$ cat src/rtl/en_pulse_gen_defs.vh
// State encodings for en_pulse_gen.
// Shared by the design and its bench so both agree on IDLE/RUN.
`ifndef EN_PULSE_GEN_DEFS_VH
`define EN_PULSE_GEN_DEFS_VH

`define ST_IDLE 1'b0
`define ST_RUN  1'b1

`endif

$ cat src/rtl/en_pulse_gen_pkg.sv
// Shared types and constants for the en_pulse_gen strobe generator.
`include "en_pulse_gen_defs.vh"

package en_pulse_gen_pkg;

    localparam int CNT_W_DEFAULT = 8;

    typedef enum logic {
        IDLE = `ST_IDLE,
        RUN  = `ST_RUN
    } state_t;

endpackage

$ cat src/rtl/cnt_dn.sv
// Loadable down-counter used as the phase counter between strobes.
// Load wins over decrement; the count saturates at zero.
module cnt_dn #(
    parameter int W = 8
) (
    input  logic         clk,
    input  logic         rst,
    input  logic         load,
    input  logic [W-1:0] load_val,
    input  logic         dec,
    output logic         zero
);

    localparam logic [W-1:0] ONE = {{(W-1){1'b0}}, 1'b1};

    logic [W-1:0] count;

    always_ff @(posedge clk or posedge rst) begin
        if (rst) begin
            count <= '0;
        end else if (load) begin
            count <= load_val;
        end else if (dec && (count != '0)) begin
            count <= count - ONE;
        end
    end

    assign zero = (count == '0);

endmodule

$ cat src/rtl/en_pulse_gen.sv
// Programmable clock-enable strobe generator: one strobe every P cycles,
// either continuously until stopped or as a burst of B strobes ending in done.
module en_pulse_gen
    import en_pulse_gen_pkg::*;
#(
    parameter int CNT_W = CNT_W_DEFAULT
) (
    input  logic             clk,
    input  logic             rst,
    input  logic             start,
    input  logic             stop,
    input  logic             mode,
    input  logic [CNT_W-1:0] period,
    input  logic [CNT_W-1:0] burst_len,
    output logic             en,
    output logic             busy,
    output logic             done,
    output logic [CNT_W-1:0] pulse_cnt
);

    localparam logic [CNT_W-1:0] ONE = {{(CNT_W-1){1'b0}}, 1'b1};

    state_t           state;
    state_t           state_nxt;

    logic [CNT_W-1:0] p_lat;
    logic [CNT_W-1:0] b_lat;
    logic             mode_lat;

    logic [CNT_W-1:0] pulse_cnt_inc;
    logic             accept;
    logic             issue;
    logic             last;

    logic             phase_zero;
    logic             phase_load;
    logic             phase_dec;
    logic [CNT_W-1:0] phase_load_val;

    assign pulse_cnt_inc = pulse_cnt + ONE;

    cnt_dn #(
        .W(CNT_W)
    ) u_phase (
        .clk      (clk),
        .rst      (rst),
        .load     (phase_load),
        .load_val (phase_load_val),
        .dec      (phase_dec),
        .zero     (phase_zero)
    );

    always_ff @(posedge clk or posedge rst) begin
        if (rst) begin
            state <= IDLE;
        end else begin
            state <= state_nxt;
        end
    end

    // Stop has priority everywhere; the B-th strobe of a burst returns to IDLE
    // on the same edge it is issued, so done lines up with the last en.
    always_comb begin
        state_nxt      = state;
        accept         = 1'b0;
        issue          = 1'b0;
        last           = 1'b0;
        phase_load     = 1'b0;
        phase_load_val = '0;
        phase_dec      = 1'b0;
        case (state)
            IDLE: begin
                if (start && !stop) begin
                    accept     = 1'b1;
                    phase_load = 1'b1;
                    state_nxt  = RUN;
                end
            end
            RUN: begin
                if (stop) begin
                    state_nxt = IDLE;
                end else if (phase_zero) begin
                    issue          = 1'b1;
                    phase_load     = 1'b1;
                    phase_load_val = p_lat - ONE;
                    if (mode_lat && (pulse_cnt_inc == b_lat)) begin
                        last      = 1'b1;
                        state_nxt = IDLE;
                    end
                end else begin
                    phase_dec = 1'b1;
                end
            end
            default: begin
                state_nxt = IDLE;
            end
        endcase
    end

    always_ff @(posedge clk or posedge rst) begin
        if (rst) begin
            p_lat    <= '0;
            b_lat    <= '0;
            mode_lat <= 1'b0;
        end else if (accept) begin
            p_lat    <= (period == '0) ? ONE : period;
            b_lat    <= (burst_len == '0) ? ONE : burst_len;
            mode_lat <= mode;
        end
    end

    always_ff @(posedge clk or posedge rst) begin
        if (rst) begin
            pulse_cnt <= '0;
            en        <= 1'b0;
            done      <= 1'b0;
        end else begin
            en   <= issue;
            done <= last;
            if (accept) begin
                pulse_cnt <= '0;
            end else if (issue) begin
                pulse_cnt <= pulse_cnt_inc;
            end
        end
    end

    assign busy = (state == RUN);

endmodule

$ cat config.mk
export PLATFORM = sky130hd
export DESIGN_NAME = en_pulse_gen
export DESIGN_NICKNAME = d
export VERILOG_FILES = /design/src/rtl/en_pulse_gen_pkg.sv /design/src/rtl/cnt_dn.sv /design/src/rtl/en_pulse_gen.sv
export VERILOG_INCLUDE_DIRS = /design/src /design/src/rtl
export SDC_FILE = /design/constraint.sdc
export NUM_CORES = 1
export LEC_CHECK = 0
export CORE_AREA = 8 8 71 73
export DETAILED_ROUTE_END_ITERATION = 10
export DIE_AREA = 0 0 79 81
export PLACE_DENSITY = 0.78
export RECOVER_POWER = 25
export REMOVE_ABC_BUFFERS = 1
export SLEW_MARGIN = 20
export SYNTH_ARGS = -nofsm -noshare
export SYNTH_HDL_FRONTEND = slang
export SYNTH_SLANG_ARGS = --single-unit
$ cat constraint.sdc
create_clock -name clk -period 3.7 [get_ports clk]
set_input_delay 0.74 -clock clk [delete_from_list [all_inputs] [get_ports clk]]
set_output_delay 0.74 -clock clk [all_outputs]
set_load 0.03 [all_outputs]
==> flow_summary_export.csv, run 1 <==
group,metric,value,unit
run_status,outcome,"finished, violations left",
run_status,violations,"capacitance limit, slew limit",
placed_design,placed_cells,283,
pwr,cellPowerDensity,486,mW/mm^2
pwr,peakVddDrop,0.308,mV
critical_path,cp_top_family,"buffers and inverters",
clock_network,cts_setup_buffers,0,
floorplanning,floorplan.die_area,0.00640,sq mm
timing,holdWs,529,ps
floorplanning,die_h,81,um
finish,area_delta_synth_final,20.8,%
critical_path,crit_type,"in -> async",
detailed_routing,highest_layer,"met4",
detailed_routing,dr.pass1.iters,4,
detailed_routing,via_per_inst,5.69,
yosys,ys_warn_count,0,
global_routing,track_usage,15.0,%
yosys,synth-simple-area-share,22.6,%
clock_network,cts_tree,"built",
finish,mostFrequentLayoutCell,"dfrtp_1",
critical_path,slowest_stage,"clkbuf_1",
finish,multi_input_area,0.00111,sq mm
detailed_routing,wire_per_inst,15.2,um
timing,worst_pin_slew,1860,ps
placed_design,hpwl,3.30,mm
timing,fin_crit_sh,67.6,%
yosys,avgSynthCellArea,10.1,sq um
floorplanning,core_area,0.00391,sq mm
yosys,synth_compound_area_share,11.7,%
critical_path,cpPeakStageDelay,1340,ps
finish,register_area,901,sq um
clock_network,cts.path.max_buffers,2,
global_routing,grt_pass1_vias,1597,
placed_design,gp_congestion,0.852,
critical_path,rrSetupSlack,1640,ps
yosys,yosysUniqueCellTypes,53,
timing,finalSetupTns,0,ps
critical_path,cp-end-kind,"asynchronous set/reset pin",
clock_network,postCtsHoldBufs,0,
timing,post-route-min-period,2500,ps
detailed_routing,wl,4.43,mm
clock_network,ctsHtreeMaxLevel,2,
finish,layout_common_cells,"36 x dfrtp_1, 31 x clkdlybuf4s50_1, 22 x nor2_1",
job,drv_cap,1,
timing,max_freq,0.400,GHz
yosys,synth_top_family_by_area,"simple AND/OR/NAND/NOR gates",
pwr,p_leak,1.01,nW
detailed_routing,wl_met3,320,um
critical_path,rr_startpoint,"pulse_cnt[0]",
timing,maxSlewHeadroom,-24.0,%
detailed_routing,routed-via-count,1656,
timing,setup_viol,0,
critical_path,crit_path_end,"pulse_cnt[5]",
placed_design,port-buffer-count,31,
detailed_routing,route.detailed.drc,0,
clock_network,cts_buffers,5,
critical_path,critPathMaxFanout,36,
finish,layout-drive-gt1-share,15.4,%
detailed_routing,final_antenna_net_count,0,
critical_path,r2r_cells,6,
floorplanning,placementRows,23,
yosys,syn_area,0.00208,sq mm
clock_network,cts-root-buf,"clkbuf_8",
global_routing,antenna_found_initial,0,
yosys,synth.yosys.seq_area_share,43.3,%
global_routing,grt_pass1_wl,7.67,mm
critical_path,start_kind,"input pin",
timing,rsz0062_at_grt,"no",
critical_path,cp.required,3740,ps
floorplanning,die_w,79,um
yosys,yosys.area.top_type,"dfrtp_1",
clock_network,cts_resized,0,
detailed_routing,wl_met2,2.07,mm
yosys,ys.flop_type,"dfrtp_1",
critical_path,worstPathCellList,"clkdlybuf4s50_1 -> inv_1 -> clkbuf_1",
critical_path,r2r-end,"busy",
floorplanning,ios,32,
critical_path,crit_buf_inv,3,
finish,stdcell_count,291,
timing,skew,5.21,ps
critical_path,worstPathArrival,2540,ps
clock_network,path_clk_slew,70,ps
yosys,synth-adder-area-share,2.41,%
critical_path,path_depth,3,
timing,hold_violations,0,
yosys,netlist_top_cells_area,"dfrtp_1 43%, mux2_2 7.6%, xnor2_1 5.9%",
clock_network,clk_latency,290,ps
finish,diodes,0,
yosys,syn_inst,205,
pwr,finalPower,1.22,mW
finish,fillers,343,
yosys,muxShareOfSynthArea,7.59,%
yosys,synth_top_cell_area_share,43.3,%
finish,post-route-util,64.2,%
min_path,hold_path.class,"reg -> reg",
detailed_routing,drt-met1-wl,2.02,mm
yosys,synth-xor-area-share,8.85,%
detailed_routing,drt-initial-drc-count,130,
finish,fin_nets,265,
clock_network,cts.sinks,36,
timing,slew_violations,37,
yosys,synth_seq_cells,36,
global_routing,grt_max_degree,37,
yosys,ys_async_sr_fraction,100,%
yosys,synth_edf_count,0,
floorplanning,start_util,53.1,%
min_path,hold_depth,1,
critical_path,startpoint,"rst",
global_routing,gr-total-overflow,0,
==> worst min-delay path by stage <==
| stage | from | to | slack, ps |
|---|---|---|---|
| 2_1_floorplan | mode_lat | mode_lat | 480 |
| 3_3_place_gp | mode_lat | mode_lat | 500 |
| 3_5_place_dp | mode_lat | mode_lat | 510 |
| 4_1_cts | mode_lat | mode_lat | 530 |
| 5_1_grt | mode_lat | mode_lat | 550 |
| 6_report | mode_lat | mode_lat | 530 |
==> layout make-up <==
type                            instances  area share (%)
Multi-Input combinational cell        156            44.1
Sequential cell                        36            35.9
Timing Repair Buffer                   33            12.8
Clock buffer                            5            2.74
Tap cell                               50            2.49
Inverter                                8            1.20
Clock inverter                          3           0.747
==> through the flow <==
stage	setup WS (ps)	area, sq um
floorplan	270	2030
global placement	1190	2430
detailed placement	1150	2430
CTS	1430	2510
global route	679	2510
finish	1200	2510
==> cell families (layout without fill, tap and decap cells) <==
family / after synthesis / count (layout)
adder cells (fa/ha/maj): 4 / 4
multiplexers: 14 / 14
AO/OA/AOI/OAI: 37 / 37
AND/OR/NAND/NOR: 80 / 80
XOR/XNOR: 21 / 21
flip-flops: 36 / 36
buffers and inverters: 13 / 49
==> synth_stat cells (all sizes together) (2+ instances only) <==
| library cell | n |
|---|---|
| o22ai | 2 |
| xor2 | 7 |
| nand2 | 17 |
| or4 | 2 |
| or2 | 2 |
| a22o | 2 |
| nor3 | 12 |
| a21o | 2 |
| xnor2 | 14 |
| nor2 | 22 |
| a21oi | 4 |
| o31ai | 2 |
| nor4 | 5 |
| inv | 7 |
| or3 | 2 |
| ha | 4 |
| mux2 | 14 |
| nor4b | 2 |
| a31oi | 2 |
| dfrtp | 36 |
| o21ai | 17 |
| nand2b | 2 |
| nand3 | 5 |
| buf | 3 |
==> flip-flops by register name (all words and copies together) (netlist names) <==
| register | cells |
|---|---|
| b_lat | 8 |
| p_lat | 8 |
| mode_lat | 1 |
| busy | 1 |
| en | 1 |
| pulse_cnt | 8 |
| done | 1 |
| u_phase.count | 8 |
==> where the power goes <==
group	switching [mW]	internal, mW
combinational	0.181	0.194
sequential	0.0996	0.470
clock	0.146	0.131
==> layer usage <==
| metal | up-vias | global-route usage, % |
|---|---|---|
| li1 | 806 | - |
| met1 | 799 | 19.7 |
| met2 | 49 | 23.3 |
| met3 | 2 | 4.53 |
| met4 | 0 | 4.44 |
| met5 | - | 0 |
(Power assumes the default switching activity.)
==> inputs of run 2 (changes only) <==
--- a/config.mk
+++ b/config.mk
@@ -6,10 +6,10 @@
 export SDC_FILE = /design/constraint.sdc
 export NUM_CORES = 1
 export LEC_CHECK = 0
-export CORE_AREA = 8 8 71 73
+export CORE_AREA = 8 8 72 74
 export DETAILED_ROUTE_END_ITERATION = 10
-export DIE_AREA = 0 0 79 81
-export PLACE_DENSITY = 0.78
+export DIE_AREA = 0 0 80 82
+export PLACE_DENSITY = 0.76
 export RECOVER_POWER = 25
 export REMOVE_ABC_BUFFERS = 1
 export SLEW_MARGIN = 20
==> constraint.sdc (replaced) <==
create_clock -name clk -period 2.45 [get_ports clk]
set_input_delay 0.49 -clock clk [delete_from_list [all_inputs] [get_ports clk]]
set_output_delay 0.49 -clock clk [all_outputs]
set_load 0.03 [all_outputs]
==> run 2 against run 1 <==
The run now ends clean. Non-clock buffer count rose by 2. Sequential cell count did not move. Clock power rose by 57%. Sequential power rose by 52%. Global-route usage fell by 0.82 points. Final area rose by 1.0%. Core utilization fell by 3.0 points. Register-to-register slack got worse by 1200 ps. Die area rose by 2.5%. Cell count rose by 1.4%. Worst setup slack got worse by 770 ps. Critical path type is now reg -> reg. Critical endpoint is now busy. Highest routed layer unchanged.
==> flow_summary_export.csv, run 2 (synthesized netlist as in run 1, its figures left out) <==
group,metric,value,unit
finish,mostFrequentLayoutCell,"dfrtp_1",
finish,area_delta_synth_final,22.0,%
timing,holdWs,531,ps
timing,max_freq,0.494,GHz
floorplanning,ios,32,
critical_path,critPathMaxFanout,6,
detailed_routing,wire_per_inst,15.0,um
detailed_routing,dr.pass1.iters,4,
clock_network,postCtsHoldBufs,0,
timing,post-route-min-period,2020,ps
timing,hold_violations,0,
clock_network,cts_tree,"built",
job,drv_cap,0,
clock_network,cts_setup_buffers,0,
global_routing,gr-total-overflow,0,
detailed_routing,wl,4.43,mm
clock_network,clk_latency,280,ps
global_routing,antenna_found_initial,0,
critical_path,cp.required,2610,ps
placed_design,placed_area,0.00244,sq mm
finish,diodes,0,
timing,fin_crit_sh,82.6,%
critical_path,start_kind,"flip-flop",
floorplanning,core_area,0.00414,sq mm
pwr,p_leak,1.02,nW
detailed_routing,routed-via-count,1613,
global_routing,track_usage,14.2,%
critical_path,crit_type,"reg -> reg",
finish,stdcell_count,295,
timing,finalWorstSetupSlack,427,ps
floorplanning,die_w,80,um
pwr,finalPower,1.87,mW
global_routing,grt_pass1_wl,7.46,mm
pwr,peakVddDrop,0.399,mV
run_status,outcome,"finished, final reports clean",
clock_network,cts.path.max_buffers,2,
pwr,cellPowerDensity,737,mW/mm^2
critical_path,cp-end-kind,"flip-flop",
timing,maxSlewHeadroom,41.8,%
finish,finalInstanceArea,0.00254,sq mm
timing,worst_pin_slew,872,ps
placed_design,hpwl,3.33,mm
floorplanning,start_util,50.2,%
finish,fin_nets,267,
timing,skew,5.80,ps
global_routing,grt_pass1_vias,1568,
clock_network,cts_resized,0,
finish,layout_common_cells,"36 x dfrtp_1, 30 x clkdlybuf4s50_1, 22 x nor2_1",
timing,rsz0062_at_grt,"no",
floorplanning,die_h,82,um
detailed_routing,final_antenna_net_count,0,
placed_design,place_ws,235,ps
detailed_routing,via_per_inst,5.47,
clock_network,cts_buffers,5,
finish,layout-drive-gt1-share,16.0,%
timing,finalSetupTns,0,ps
critical_path,worstPathArrival,2180,ps
placed_design,placed_cells,287,
placed_design,port-buffer-count,31,
clock_network,cts-root-buf,"clkbuf_8",
timing,setup_viol,0,
clock_network,path_clk_slew,70,ps
floorplanning,floorplan.die_area,0.00656,sq mm
floorplanning,placementRows,24,
clock_network,cts.sinks,36,
placed_design,gp_congestion,0.864,
global_routing,grt_max_degree,37,
finish,post-route-util,61.2,%
min_path,hold_path.class,"reg -> reg",
clock_network,ctsHtreeMaxLevel,2,
timing,slew_violations,0,
detailed_routing,route.detailed.drc,0,
detailed_routing,drt-initial-drc-count,95,
-- run 2: changes by cell type in the layout (fill, tap and decap cells not counted), sizes merged --
cell and change:
buf +2, clkbuf +2, clkdlybuf4s50 -1, clkinv -3, clkinvlp +1, dlygate4sd3 +1
-- run 2: final cells by class --
class	count	area, sq um
sequential	36	901
timing repair buffer	35	338
tap	52	65.1
clock buffer	7	86.3
clock inverter	1	7.51
multi-input combinational	156	1110
fill	365	1610
inverter	8	30.0
-- run 2: final timing paths --
kind / cells after the start / startpoint / end / slack (ps)
setup / recovery: 6 / pulse_cnt[0] / busy / 430
hold / removal: 1 / mode_lat / mode_lat / 530
setup reg to reg: 6 / pulse_cnt[0] / busy / 430
hold reg to reg: 1 / mode_lat / mode_lat / 530
max in group asynchronous: 3 / rst / b_lat[6] / 980
min in group asynchronous: 3 / rst / p_lat[2] / 930
-- run 2: power breakdown --
group | total (mW) | switching (mW) | internal, mW
Sequential | 0.865 | 0.155 | 0.710
Clock | 0.434 | 0.205 | 0.228
Combinational | 0.570 | 0.274 | 0.296
Total | 1.87 | 0.634 | 1.23
-- run 2: worst max-delay path, stage by stage (launching register included) --
cell and delay (ps):
dfrtp_1 480, ha_1 310, or3b_1 360, a211oi_1 240, nor3_1 90, nor4_1 290, a31oi_1 130
-- run 2: per-layer routing --
metal  global-route usage, %  share of wire (%)  vias up
met5                       0                  0        -
met4                    3.82               0.75        0
met3                    2.84                3.2        2
met2                    22.6                 46       34
met1                    19.1                 50      771
li1                        -                  -      806
